File: src/rtl/branch_pc_sequencer.sv
// PC sequencer: sequential fetch, zero-stall jumps, and two-cycle conditional
// branches resolved by the comparator's registered branchYes, with saturating stats.
module branch_pc_sequencer #(
  parameter logic [31:0] RESET_PC = 32'h0000_0000,
  parameter int          CNT_W    = 16
) (
  input  logic             clk,
  input  logic             rst,
  input  logic [31:0]      IR,
  input  logic             instr_valid,
  input  logic             branchYes,
  output logic [31:0]      pc,
  output logic             stall,
  output logic             redirect,
  output logic [CNT_W-1:0] branch_cnt,
  output logic [CNT_W-1:0] taken_cnt
);

  typedef enum logic {FETCH, RESOLVE} state_t;

  state_t           r_state;
  logic [31:0]      r_pc;
  logic [31:0]      r_bpc;
  logic [31:0]      r_target;
  logic             r_redirect;
  logic [CNT_W-1:0] r_branch_cnt;
  logic [CNT_W-1:0] r_taken_cnt;

  logic [5:0]  w_op;
  logic        w_is_br;
  logic        w_is_jmp;
  logic [31:0] w_pc4;
  logic [31:0] w_bpc4;
  logic [31:0] w_imm;
  logic [31:0] w_br_tgt;
  logic [31:0] w_jmp_tgt;

  assign w_op      = IR[31:26];
  assign w_is_br   = (w_op >= 6'h08) && (w_op <= 6'h0D);
  assign w_is_jmp  = (w_op == 6'h02);
  assign w_pc4     = r_pc + 32'd4;
  assign w_bpc4    = r_bpc + 32'd4;
  assign w_imm     = {{14{IR[15]}}, IR[15:0], 2'b00};
  assign w_br_tgt  = w_pc4 + w_imm;
  assign w_jmp_tgt = {w_pc4[31:28], IR[25:0], 2'b00};

  always_ff @(posedge clk) begin
    if (!rst) begin
      r_state      <= FETCH;
      r_pc         <= RESET_PC;
      r_bpc        <= RESET_PC;
      r_target     <= RESET_PC;
      r_redirect   <= 1'b0;
      r_branch_cnt <= '0;
      r_taken_cnt  <= '0;
    end else begin
      r_redirect <= 1'b0;
      case (r_state)
        FETCH: begin
          if (instr_valid) begin
            if (w_is_br) begin
              // pc holds while the comparator registers its decision on this IR
              r_bpc    <= r_pc;
              r_target <= w_br_tgt;
              r_state  <= RESOLVE;
            end else if (w_is_jmp) begin
              r_pc       <= w_jmp_tgt;
              r_redirect <= 1'b1;
            end else begin
              r_pc <= w_pc4;
            end
          end
        end
        RESOLVE: begin
          if (branchYes) begin
            r_pc       <= r_target;
            r_redirect <= 1'b1;
            if (r_taken_cnt != '1) r_taken_cnt <= r_taken_cnt + 1'b1;
          end else begin
            r_pc <= w_bpc4;
          end
          if (r_branch_cnt != '1) r_branch_cnt <= r_branch_cnt + 1'b1;
          r_state <= FETCH;
        end
        default: r_state <= FETCH;
      endcase
    end
  end

  assign pc         = r_pc;
  assign stall      = (r_state == RESOLVE);
  assign redirect   = r_redirect;
  assign branch_cnt = r_branch_cnt;
  assign taken_cnt  = r_taken_cnt;

endmodule

File: config.mk
export PLATFORM = sky130hd
export DESIGN_NAME = branch_pc_sequencer
export DESIGN_NICKNAME = d
export VERILOG_FILES = /design/src/rtl/branch_pc_sequencer.sv
export SDC_FILE = /design/constraint.sdc
export NUM_CORES = 1
export LEC_CHECK = 0
export BUFFER_PORTS_ARGS = -buffer_cell sky130_fd_sc_hd__buf_4
export CAP_MARGIN = 20
export CORE_MARGIN = 2
export CORE_UTILIZATION = 60
export DETAILED_ROUTE_END_ITERATION = 8
export PLACE_DENSITY_LB_ADDON = 0.12
export RECOVER_POWER = 25
export SLEW_MARGIN = 10
export SYNTH_ARGS = -nofsm -noshare
export SYNTH_HDL_FRONTEND = slang
export SYNTH_SLANG_ARGS = --single-unit
File: constraint.sdc
create_clock -name clk -period 5.3 [get_ports clk]
set_clock_uncertainty 0.1 [all_clocks]
set_input_delay 0.53 -clock clk [delete_from_list [all_inputs] [get_ports clk]]
set_output_delay 0.53 -clock clk [all_outputs]
set_load 0.03 [all_outputs]
==> results_dict.tcl, run 1 <==
set metrics [dict create \
    report.final.slew_viol_count 0 \
    vias_per_cell 6.30 \
    drc 0 \
    layout.nets 1245 \
    die-height_um 123 \
    clock.fmax_mhz 239 \
    grt_pass1_wl_um 39600 \
    cts_hold_buffers 0 \
    most-common-layout-cells "173 x nand2_1, 127 x dfxtp_1, 102 x a21oi_1" \
    synth_area_um2 8510 \
    pin_count_of_the_biggest_net_entering_global_routing 65 \
    effective_utilization_at_floorplan_pct 61.3 \
    postLayoutSetupSlackWorst_ns 1.12 \
    chipWidth_um 123 \
    clkSlewWorstSetupHoldPaths_ns 0.06 \
    syn-num-nets 1176 \
    ys_seq_elements 128 \
    floorplan.io_pins 102 \
    hpwlAfterDp_um 17400 \
    placement.io_buffers 101 \
    globalRoute.totalOverflow 0 \
    firstDrtPassIters 7 \
    global_route.usage.met2_pct 52.3 \
    clk-insertion-delay-late_ns 0.43 \
    post_synth.cell_area_avg_um2 7.73 \
    drive_above_1_share_pct 9.81 \
    synth.top_cell.area_share_pct 30.1 \
    die_area_um2 15100 \
    grt_pass1_vias 7776 \
    critPathCaptureType "flop" \
    final_instance_area_um2 9690 \
    placedInstanceArea_um2 9320 \
    global_route.usage.met3_pct 7.66 \
    area.growth.synth_to_final_pct 13.9 \
    max_slew.worst_pin.slew_ns 1.04 \
    slew_headroom_pct 30.9 \
    place_congestion 0.951 \
    hold_slack_ns 0.326 \
    grt_usage_pct 33.6 \
    placement_rows 43 \
    clock_path_buffers 2 \
    final.period_utilization_pct 78.9 \
    ctsResizeCount 0 \
    htree_levels 4 \
    initialDrtViolationCount 1084 \
    clock_tree_from_tritoncts "done" \
    layout_min_cycle_time_ns 4.18 \
    cp_data_arrival_time_ns 4.40 \
    routed-via-count 8586 \
    yosys.area.top_type "dfxtp_1" \
    power.density_nw_per_um2 246 \
    timing.final.hold_violations 0 \
    antenna_violating_nets_post_route 0 \
    post_synth_num_cell_types 78 \
    synth.top_cells.by_area "dfxtp_1 30%, nand2_1 7.6%, a21oi_1 6.0%" \
    number_of_buffers_inserted_by_post_cts_setup_repair 0 \
    wl_um 25200 \
    synth_async_sr_flop_share_pct 0 \
    ir_worst_vdd_mv 0.222 \
    report.power.total_w 0.00238 \
    finalSetupViolations 0 \
    p_leak_nw 3.82 \
    ys.flop_type "dfxtp_1" \
    syn_inst_count 1100 \
    clock_sink_count 128 \
    timing_worst_setup_path_type "reg -> reg" \
    synth_seq_area_share_pct 30.1 \
    detailedPlace.worstSlack_ns 1.29 \
    worst_ep_required_time_ns 5.52 \
    cts-root-buf "clkbuf_16" \
    filler_cell_count 1228 \
    setup.worst_path.start_class "flop" \
    post_detailed_route_wirelength_per_cell_um 18.5 \
    critical_path_peak_fanout 10 \
    drv_cap 0 \
    most_frequent_standard_cell_in_the_layout_excluding_fill_and_tap_cells "nand2_1" \
    grt_antenna_before_repair 0 \
    timing.setup.tns_ns 0 \
    yosys_warnings 0 \
    cts_buffers 17 \
    grtUsageMet1_pct 46.3 \
    most_crowded_layer_after_global_routing "met2" \
    core_um2 13900 \
    synth_edf_count 0 \
    antenna_cells 0 \
    unrepaired_setup_endpoints_after_global_routing "false" \
    min-delay-path-class "in -> reg" \
    run_status "finished clean" \
]
==> synthesized netlist by cell type, types with 16 or more instances <==
cell type,number
nor2_1,85
ha_1,39
nand4_1,29
a21oi_1,102
and3_1,24
xnor2_1,52
dfxtp_1,128
o21ai_0,56
clkbuf_1,43
inv_1,16
nand3_1,49
nand2_1,173
a211oi_1,19
mux2i_1,27
xor2_1,43
nor3_1,19
==> final cells by class <==
cell class | instances | area [µm²] | share of cell area (%)
clock buffer | 19 | 443 | 4.57
clock inverter | 13 | 103 | 1.06
inverter | 17 | 63.8 | 0.658
multi-input combinational | 897 | 5650 | 58.3
sequential | 128 | 2560 | 26.5
tap | 180 | 225 | 2.32
timing repair buffer | 108 | 638 | 6.58
==> sequential cells by signal, indices dropped and copies added (netlist names) <==
signal / cells
branch_cnt: 16
taken_cnt: 16
r_bpc: 32
redirect: 1
pc: 32
r_target: 30
stall: 1
==> per-stage QoR <==
step | std cells | utilization [%]
5_1_grt | 1362 | 69.8
2_1_floorplan | 1100 | -
3_5_place_dp | 1330 | 67.1
6_report | 1362 | 69.8
3_3_place_gp | 1330 | 67.1
4_1_cts | 1362 | 71.1
==> worst paths after layout <==
path                             from                         to  slack, ns  depth (start not counted)
max                pc[2]$_SDFFE_PN0P_  r_target[23]$_SDFFE_PN0P_       1.12                         13
min reg2reg  r_target[2]$_SDFFE_PN0P_   r_target[2]$_SDFFE_PN0P_       0.36                          2
min                            IR[22]        pc[24]$_SDFFE_PN0P_       0.33                          3
max reg2reg        pc[2]$_SDFFE_PN0P_  r_target[23]$_SDFFE_PN0P_       1.12                         13
==> logic make-up (layout without fill, tap and decap cells) <==
logic type,count (synthesis),in the layout,synth area share [%]
simple gates,451,451,26.0
compound gates,283,283,21.3
flops,128,128,30.1
xor+xnor,96,96,9.97
buf+inv,75,157,3.49
fa+ha+maj,40,40,5.97
mux,27,27,3.18
==> layer usage <==
layer	vias to the layer above	wire (µm)
li1	4116	-
met4	0	623
met1	4033	11400
met3	52	2110
met5	-	0
met2	385	11200
==> critical path, cell delays in order (launching register included) <==
cell and delay [ns]:
dfxtp_1 0.52, ha_1 0.36, nand3_1 0.19, nor2_2 0.45, nand3_1 0.23, xnor2_1 0.20, ha_1 0.37, nand4_1 0.14
o21ai_0 0.33, nor3_1 0.15, a21o_1 0.21, o41ai_1 0.55, and2_1 0.19, o21ai_0 0.07
==> report_power, final <==
| part | total (W) | internal [W] | switching, W |
|---|---|---|---|
| sequential | 0.000999 | 0.000977 | 0.0000224 |
| clock | 0.00110 | 0.000616 | 0.000481 |
| combinational | 0.000286 | 0.000103 | 0.000182 |
| total | 0.00238 | 0.00170 | 0.000686 |
(Power assumes the default switching activity.)
==> inputs of run 2 (changes only) <==
CORE_UTILIZATION = 54   (was 60)
clock period = 3.6 ns   (was 5.3 ns; I/O delays follow)
==> run 2 against run 1 <==
Register-to-register slack worse by 0.97 ns. Utilization is 4.2 points lower. Die area grew 11%. Global-route usage shrank 3.1 points. Flip-flop and latch count did not move. Cell area grew 3.6%. Via count is 1.1% lower. Final cell count grew 4.5%. Sequential power grew 46%. Routed wire length grew 1.9%. Sequential share of layout area down 0.90 points. Hold slack worse by 0.14 ns.
==> results_dict.tcl, run 2 (synthesized netlist as in run 1, its figures left out) <==
set metrics [dict create \
    run_status "finished clean" \
    timing.setup.tns_ns 0 \
    place_congestion 0.969 \
    final.period_utilization_pct 95.8 \
    report.final.slew_viol_count 0 \
    final_util_pct 65.6 \
    drv_cap 0 \
    chipWidth_um 130 \
    ir_worst_vdd_mv 0.341 \
    wl_um 25700 \
    cts_hold_buffers 0 \
    die_area_um2 16800 \
    clock_path_buffers 2 \
    final_instance_area_um2 10000 \
    grtUsageMet1_pct 45.7 \
    globalRoute.totalOverflow 0 \
    core_um2 15300 \
    clkSlewWorstSetupHoldPaths_ns 0.06 \
    antenna_violating_nets_post_route 0 \
    finalSetupViolations 0 \
    p_leak_nw 4.04 \
    floorplan.io_pins 102 \
    critPathCaptureType "flop" \
    most_crowded_layer_after_global_routing "met1" \
    post_detailed_route_wirelength_per_cell_um 18.1 \
    cts-root-buf "clkbuf_16" \
    area.growth.synth_to_final_pct 18.1 \
    routed-via-count 8488 \
    global_route.usage.met3_pct 7.14 \
    initialDrtViolationCount 920 \
    most_frequent_standard_cell_in_the_layout_excluding_fill_and_tap_cells "nand2_1" \
    die-height_um 130 \
    most-common-layout-cells "173 x nand2_1, 125 x dfxtp_1, 101 x a21oi_1" \
    cts_buffers 17 \
    hold_slack_ns 0.184 \
    worst_ep_required_time_ns 3.83 \
    critical_path_peak_fanout 5 \
    cell_count_after_placement 1391 \
    clock_sink_count 128 \
    drive_above_1_share_pct 13.0 \
    hpwlAfterDp_um 18500 \
    timing_worst_setup_path_type "reg -> reg" \
    grt_antenna_before_repair 0 \
    timing.final.hold_violations 0 \
    placement_rows 45 \
    firstDrtPassIters 6 \
    setup.worst_path.start_class "flop" \
    whs_path_depth 3 \
    cp_data_arrival_time_ns 3.68 \
    drc 0 \
    layout.nets 1276 \
    grt_pass1_vias 7450 \
    placement.io_buffers 101 \
    layout_min_cycle_time_ns 3.45 \
    grt_pass1_wl_um 40100 \
    power.density_nw_per_um2 357 \
    vias_per_cell 5.96 \
    clock.fmax_mhz 290 \
    worst_r2r_path_cells 13 \
    htree_levels 4 \
    antenna_cells 0 \
    finalNonFillerCells 1423 \
    slew_headroom_pct 46.4 \
    unrepaired_setup_endpoints_after_global_routing "true" \
    filler_cell_count 1407 \
    pin_count_of_the_biggest_net_entering_global_routing 65 \
    clk-insertion-delay-late_ns 0.42 \
    min-delay-path-class "in -> reg" \
    effective_utilization_at_floorplan_pct 55.5 \
    clock_tree_from_tritoncts "done" \
    global_route.usage.met2_pct 44.4 \
    max_slew.worst_pin.slew_ns 0.803 \
    grt_usage_pct 30.5 \
    placedInstanceArea_um2 9580 \
]
[run 2: power by group]
group          leakage [nW]  internal (W)  total [W]  switching [W]
Sequential             1.04       0.00144    0.00146      0.0000249
Clock                 0.277      0.000989    0.00167       0.000685
Combinational          2.72      0.000168   0.000451       0.000283
[run 2: per-stage QoR]
| stage | total power, W | worst slack [ns] |
|---|---|---|
| detailed placement | 0.00193 | 0.117 |
| CTS | 0.00358 | 0.0985 |
| floorplan | 0.00177 | 0.0259 |
| finish | 0.00359 | 0.151 |
| global placement | 0.00193 | 0.254 |
| global route | 0.00370 | -0.0409 |
[run 2: path summary, 6_finish.rpt]
path	start	slack, ns	endpoint
worst min-delay path	IR[22]	0.18	pc[24]$_SDFFE_PN0P_
worst max register to register	pc[2]$_SDFFE_PN0P_	0.15	r_target[24]$_SDFFE_PN0P_
worst min register to register	r_bpc[0]$_SDFFE_PN0P_	0.35	r_bpc[0]$_SDFFE_PN0P_
worst max-delay path	pc[2]$_SDFFE_PN0P_	0.15	r_target[24]$_SDFFE_PN0P_
[run 2: critical path: stages, from the launching register on]
cell       delay, ns
dfxtp_1         0.34
ha_1            0.19
nand3_1         0.20
nor2_4          0.20
buf_4           0.15
xor2_1          0.23
ha_1            0.23
inv_1           0.08
a211oi_1        0.43
nand4_2         0.26
a2111oi_2       0.53
o2111ai_1       0.18
o31a_1          0.16
o31ai_1         0.07
[run 2: area by class of cell]
type                            count  area (µm²)  area share, %
Clock inverter                     11         109           1.08
Timing Repair Buffer              139         875           8.71
Tap cell                          211         264           2.63
Clock buffer                       20         457           4.55
Inverter                           17        63.8          0.635
Sequential cell                   128        2570           25.6
Multi-Input combinational cell    897        5710           56.8
[run 2: timing repair]
action,in CTS,in global routing
setup buffers,0,1
endpoints found under the setup margin,0,16
gates resized for setup,0,18
[run 2: metal layers]
metal / routed length, µm / vias to the layer above
li1: - / 4162
met1: 11900 / 3923
met2: 11000 / 365
met3: 2440 / 38
met4: 401 / 0
met5: 0 / -
==> inputs of run 3 (changes only) <==
ABC_AREA = 1   (was not set)
CORE_UTILIZATION = 55   (was 54)
==> run 3 against run 2 <==
Sequential power rose by 5%. Utilization shrank 1.8 points. Clock-buffer cell count decreased by 2. Cell area grew 9.4%. Register-to-register slack gained 0.25 ns. Worst setup slack improved by 0.25 ns. Fmax up 7.7%. Largest cell class unchanged. Hold slack worse by 0.026 ns. Highest routed layer unchanged. Synthesized area rose by 14%. Synthesized cell count rose by 46%.
==> results_dict.tcl, run 3 <==
set metrics [dict create \
    run_status "finished clean" \
    core_um2 17200 \
    placedInstanceArea_um2 10600 \
    clkSlewWorstSetupHoldPaths_ns 0.06 \
    floorplan.io_pins 102 \
    yosys_warnings 0 \
    path_common_cell "nand2_1" \
    ir_worst_vdd_mv 0.375 \
    path_cells "ha_1 -> nand3_2 -> nor2_4 -> nand2_4 -> nor2_4 -> xor2_1 -> ha_1 -> nand2_1 -> nand2_1 -> o21bai_1 -> nand3b_1 -> nand2_1 -> nand2_1 -> nand2_1 -> nand3_1 -> nand2_1 -> inv_1" \
    timing.setup.tns_ns 0 \
    final.period_utilization_pct 89.0 \
    routed-via-count 10721 \
    synth-simple-area-share_pct 38.0 \
    worst_ep_required_time_ns 3.83 \
    most-common-layout-cells "394 x nand2_1, 233 x nor2_1, 199 x inv_1" \
    vias_per_cell 5.56 \
    globalRoute.totalOverflow 0 \
    chipWidth_um 137 \
    initialDrtViolationCount 978 \
    synth.top_cell.area_share_pct 26.5 \
    finalNonFillerCells 1927 \
    synth_xor_xnor_area_share_pct 4.53 \
    postLayoutSetupSlackWorst_ns 0.397 \
    crit_family "simple AND/OR/NAND/NOR gates" \
    hpwlAfterDp_um 24200 \
    drc 0 \
    critical_path_max_stage_delay_ns 0.44 \
    cp_data_arrival_time_ns 3.43 \
    synthMostInstantiatedCell "nand2_1" \
    drv_cap 0 \
    grt_pass1_wl_um 48800 \
    finalSetupViolations 0 \
    synth_seq_area_share_pct 26.5 \
    syn-num-nets 1678 \
    die_area_um2 18600 \
    cts-root-buf "clkbuf_16" \
    final_util_pct 63.8 \
    synth_async_sr_flop_share_pct 0 \
    grt_pass1_vias 9376 \
    most_frequent_standard_cell_in_the_layout_excluding_fill_and_tap_cells "nand2_1" \
    grt_usage_pct 33.8 \
    yosys.area.top_type "dfxtp_1" \
    clock_sink_count 128 \
    report.final.slew_viol_count 0 \
    layout.nets 1765 \
    ys_seq_elements 128 \
    post_detailed_route_wirelength_per_cell_um 16.4 \
    place_congestion 0.976 \
    syn_inst_count 1602 \
    cell_count_after_placement 1895 \
    netlist_top_cells_count "394 x nand2_1, 233 x nor2_1, 199 x inv_1" \
    synth_edf_count 0 \
    htree_levels 4 \
    antenna_violating_nets_post_route 0 \
    placement_rows 48 \
    clock_tree_from_tritoncts "done" \
    effective_utilization_at_floorplan_pct 56.0 \
    unrepaired_setup_endpoints_after_global_routing "false" \
    slew_headroom_pct 37.8 \
    post_synth_num_cell_types 45 \
    critical_path_peak_fanout 6 \
    timing.final.hold_violations 0 \
    largest_family_of_logic_cells_by_synthesized_area "simple AND/OR/NAND/NOR gates" \
    ctsResizeCount 0 \
    die-height_um 137 \
    synth_area_um2 9660 \
    drive_above_1_share_pct 8.46 \
    final_instance_area_um2 11000 \
    multiplexer_share_of_the_synthesized_area_pct 0 \
    max_slew.worst_pin.slew_ns 0.932 \
    ys.flop_type "dfxtp_1" \
    clock_path_buffers 2 \
    setup.worst_path.start_class "flop" \
    placement.io_buffers 101 \
    critPathCaptureType "flop" \
    grt_antenna_before_repair 0 \
    wl_um 31700 \
    number_of_buffers_inserted_by_post_cts_setup_repair 0 \
    synth.top_cells.by_area "dfxtp_1 27%, nand2_1 15%, nor2_1 9.1%" \
    synth_compound_gate_area_share_pct 15.3 \
    power.density_nw_per_um2 364 \
    cts_hold_buffers 0 \
    synth-adder-area-share_pct 5.26 \
    post_synth.cell_area_avg_um2 6.03 \
    area.growth.synth_to_final_pct 13.8 \
    antenna_cells 0 \
    pin_count_of_the_biggest_net_entering_global_routing 87 \
    min-delay-path-class "in -> reg" \
    cts_buffers 17 \
    firstDrtPassIters 6 \
    clk-insertion-delay-late_ns 0.43 \
    cp_slowest_cell "dfxtp_1" \
    p_leak_nw 5.04 \
    detailedPlace.worstSlack_ns 0.454 \
    worstPathBufferInverterCount 1 \
    timing_worst_setup_path_type "reg -> reg" \
    clock.fmax_mhz 312 \
    layout_min_cycle_time_ns 3.20 \
]
## run 3: cell types whose count changed in the layout (fill, tap and decap cells not counted), moves of 34 or more
cell and change:
nand2_1 +221, nand3_1 +78, xnor2_1 -34, nor2_1 +149, inv_1 +184, o21ai_0 +61
## run 3: final timing paths
| kind | startpoint | to | slack, ns | cells after the start |
|---|---|---|---|---|
| worst max-delay path | pc[3]$_SDFFE_PN0P_ | r_target[21]$_SDFFE_PN0P_ | 0.40 | 17 |
| worst min-delay path | IR[0] | pc[2]$_SDFFE_PN0P_ | 0.16 | 3 |
| worst max register to register | pc[3]$_SDFFE_PN0P_ | r_target[21]$_SDFFE_PN0P_ | 0.40 | 17 |
| worst min register to register | r_bpc[1]$_SDFFE_PN0P_ | pc[1]$_SDFFE_PN0P_ | 0.35 | 2 |
## run 3: worst min-delay path: cells and delay by family
family / cells / cell delay [ns]
buffers and inverters: 1 / 0.09
AOI/OAI and AO/OA: 2 / 0.20
## run 3: final cells by class
cell class,count,area (µm²)
Multi-Input combinational cell,1219,6100
Inverter,206,773
Timing Repair Buffer,117,711
Clock buffer,18,429
Sequential cell,128,2560
Clock inverter,14,133
Tap cell,225,282
Fill cell,1787,6240
## run 3: kinds of logic after synthesis
group / after synthesis
AO/OA/AOI/OAI: 278
AND/OR/NAND/NOR: 851
XOR/XNOR: 50
flip-flops: 128
buffers and inverters: 255
adder cells (fa/ha/maj): 40
## run 3: power breakdown
group / switching, W / internal [W]
combinational: 0.000510 / 0.000260
clock: 0.000737 / 0.000960
sequential: 0.0000658 / 0.00146
total: 0.00131 / 0.00268
## run 3: metal layers
layer	global-route usage, %	routed length, µm	part of all wire, %	vias to the layer above
met5	0	0	0	-
met4	14.7	1190	3.7	0
met2	54.9	14400	46	483
li1	-	-	-	5343
met1	44.4	13400	42	4812
met3	5.30	2640	8.3	83
## run 3: metrics by stage
step                      hold WS, ns  total power [W]
after global routing            0.170          0.00413
after floorplan                 0.333          0.00206
after CTS                       0.149          0.00400
after global placement          0.340          0.00232
final                           0.158          0.00400
after detailed placement        0.347          0.00233
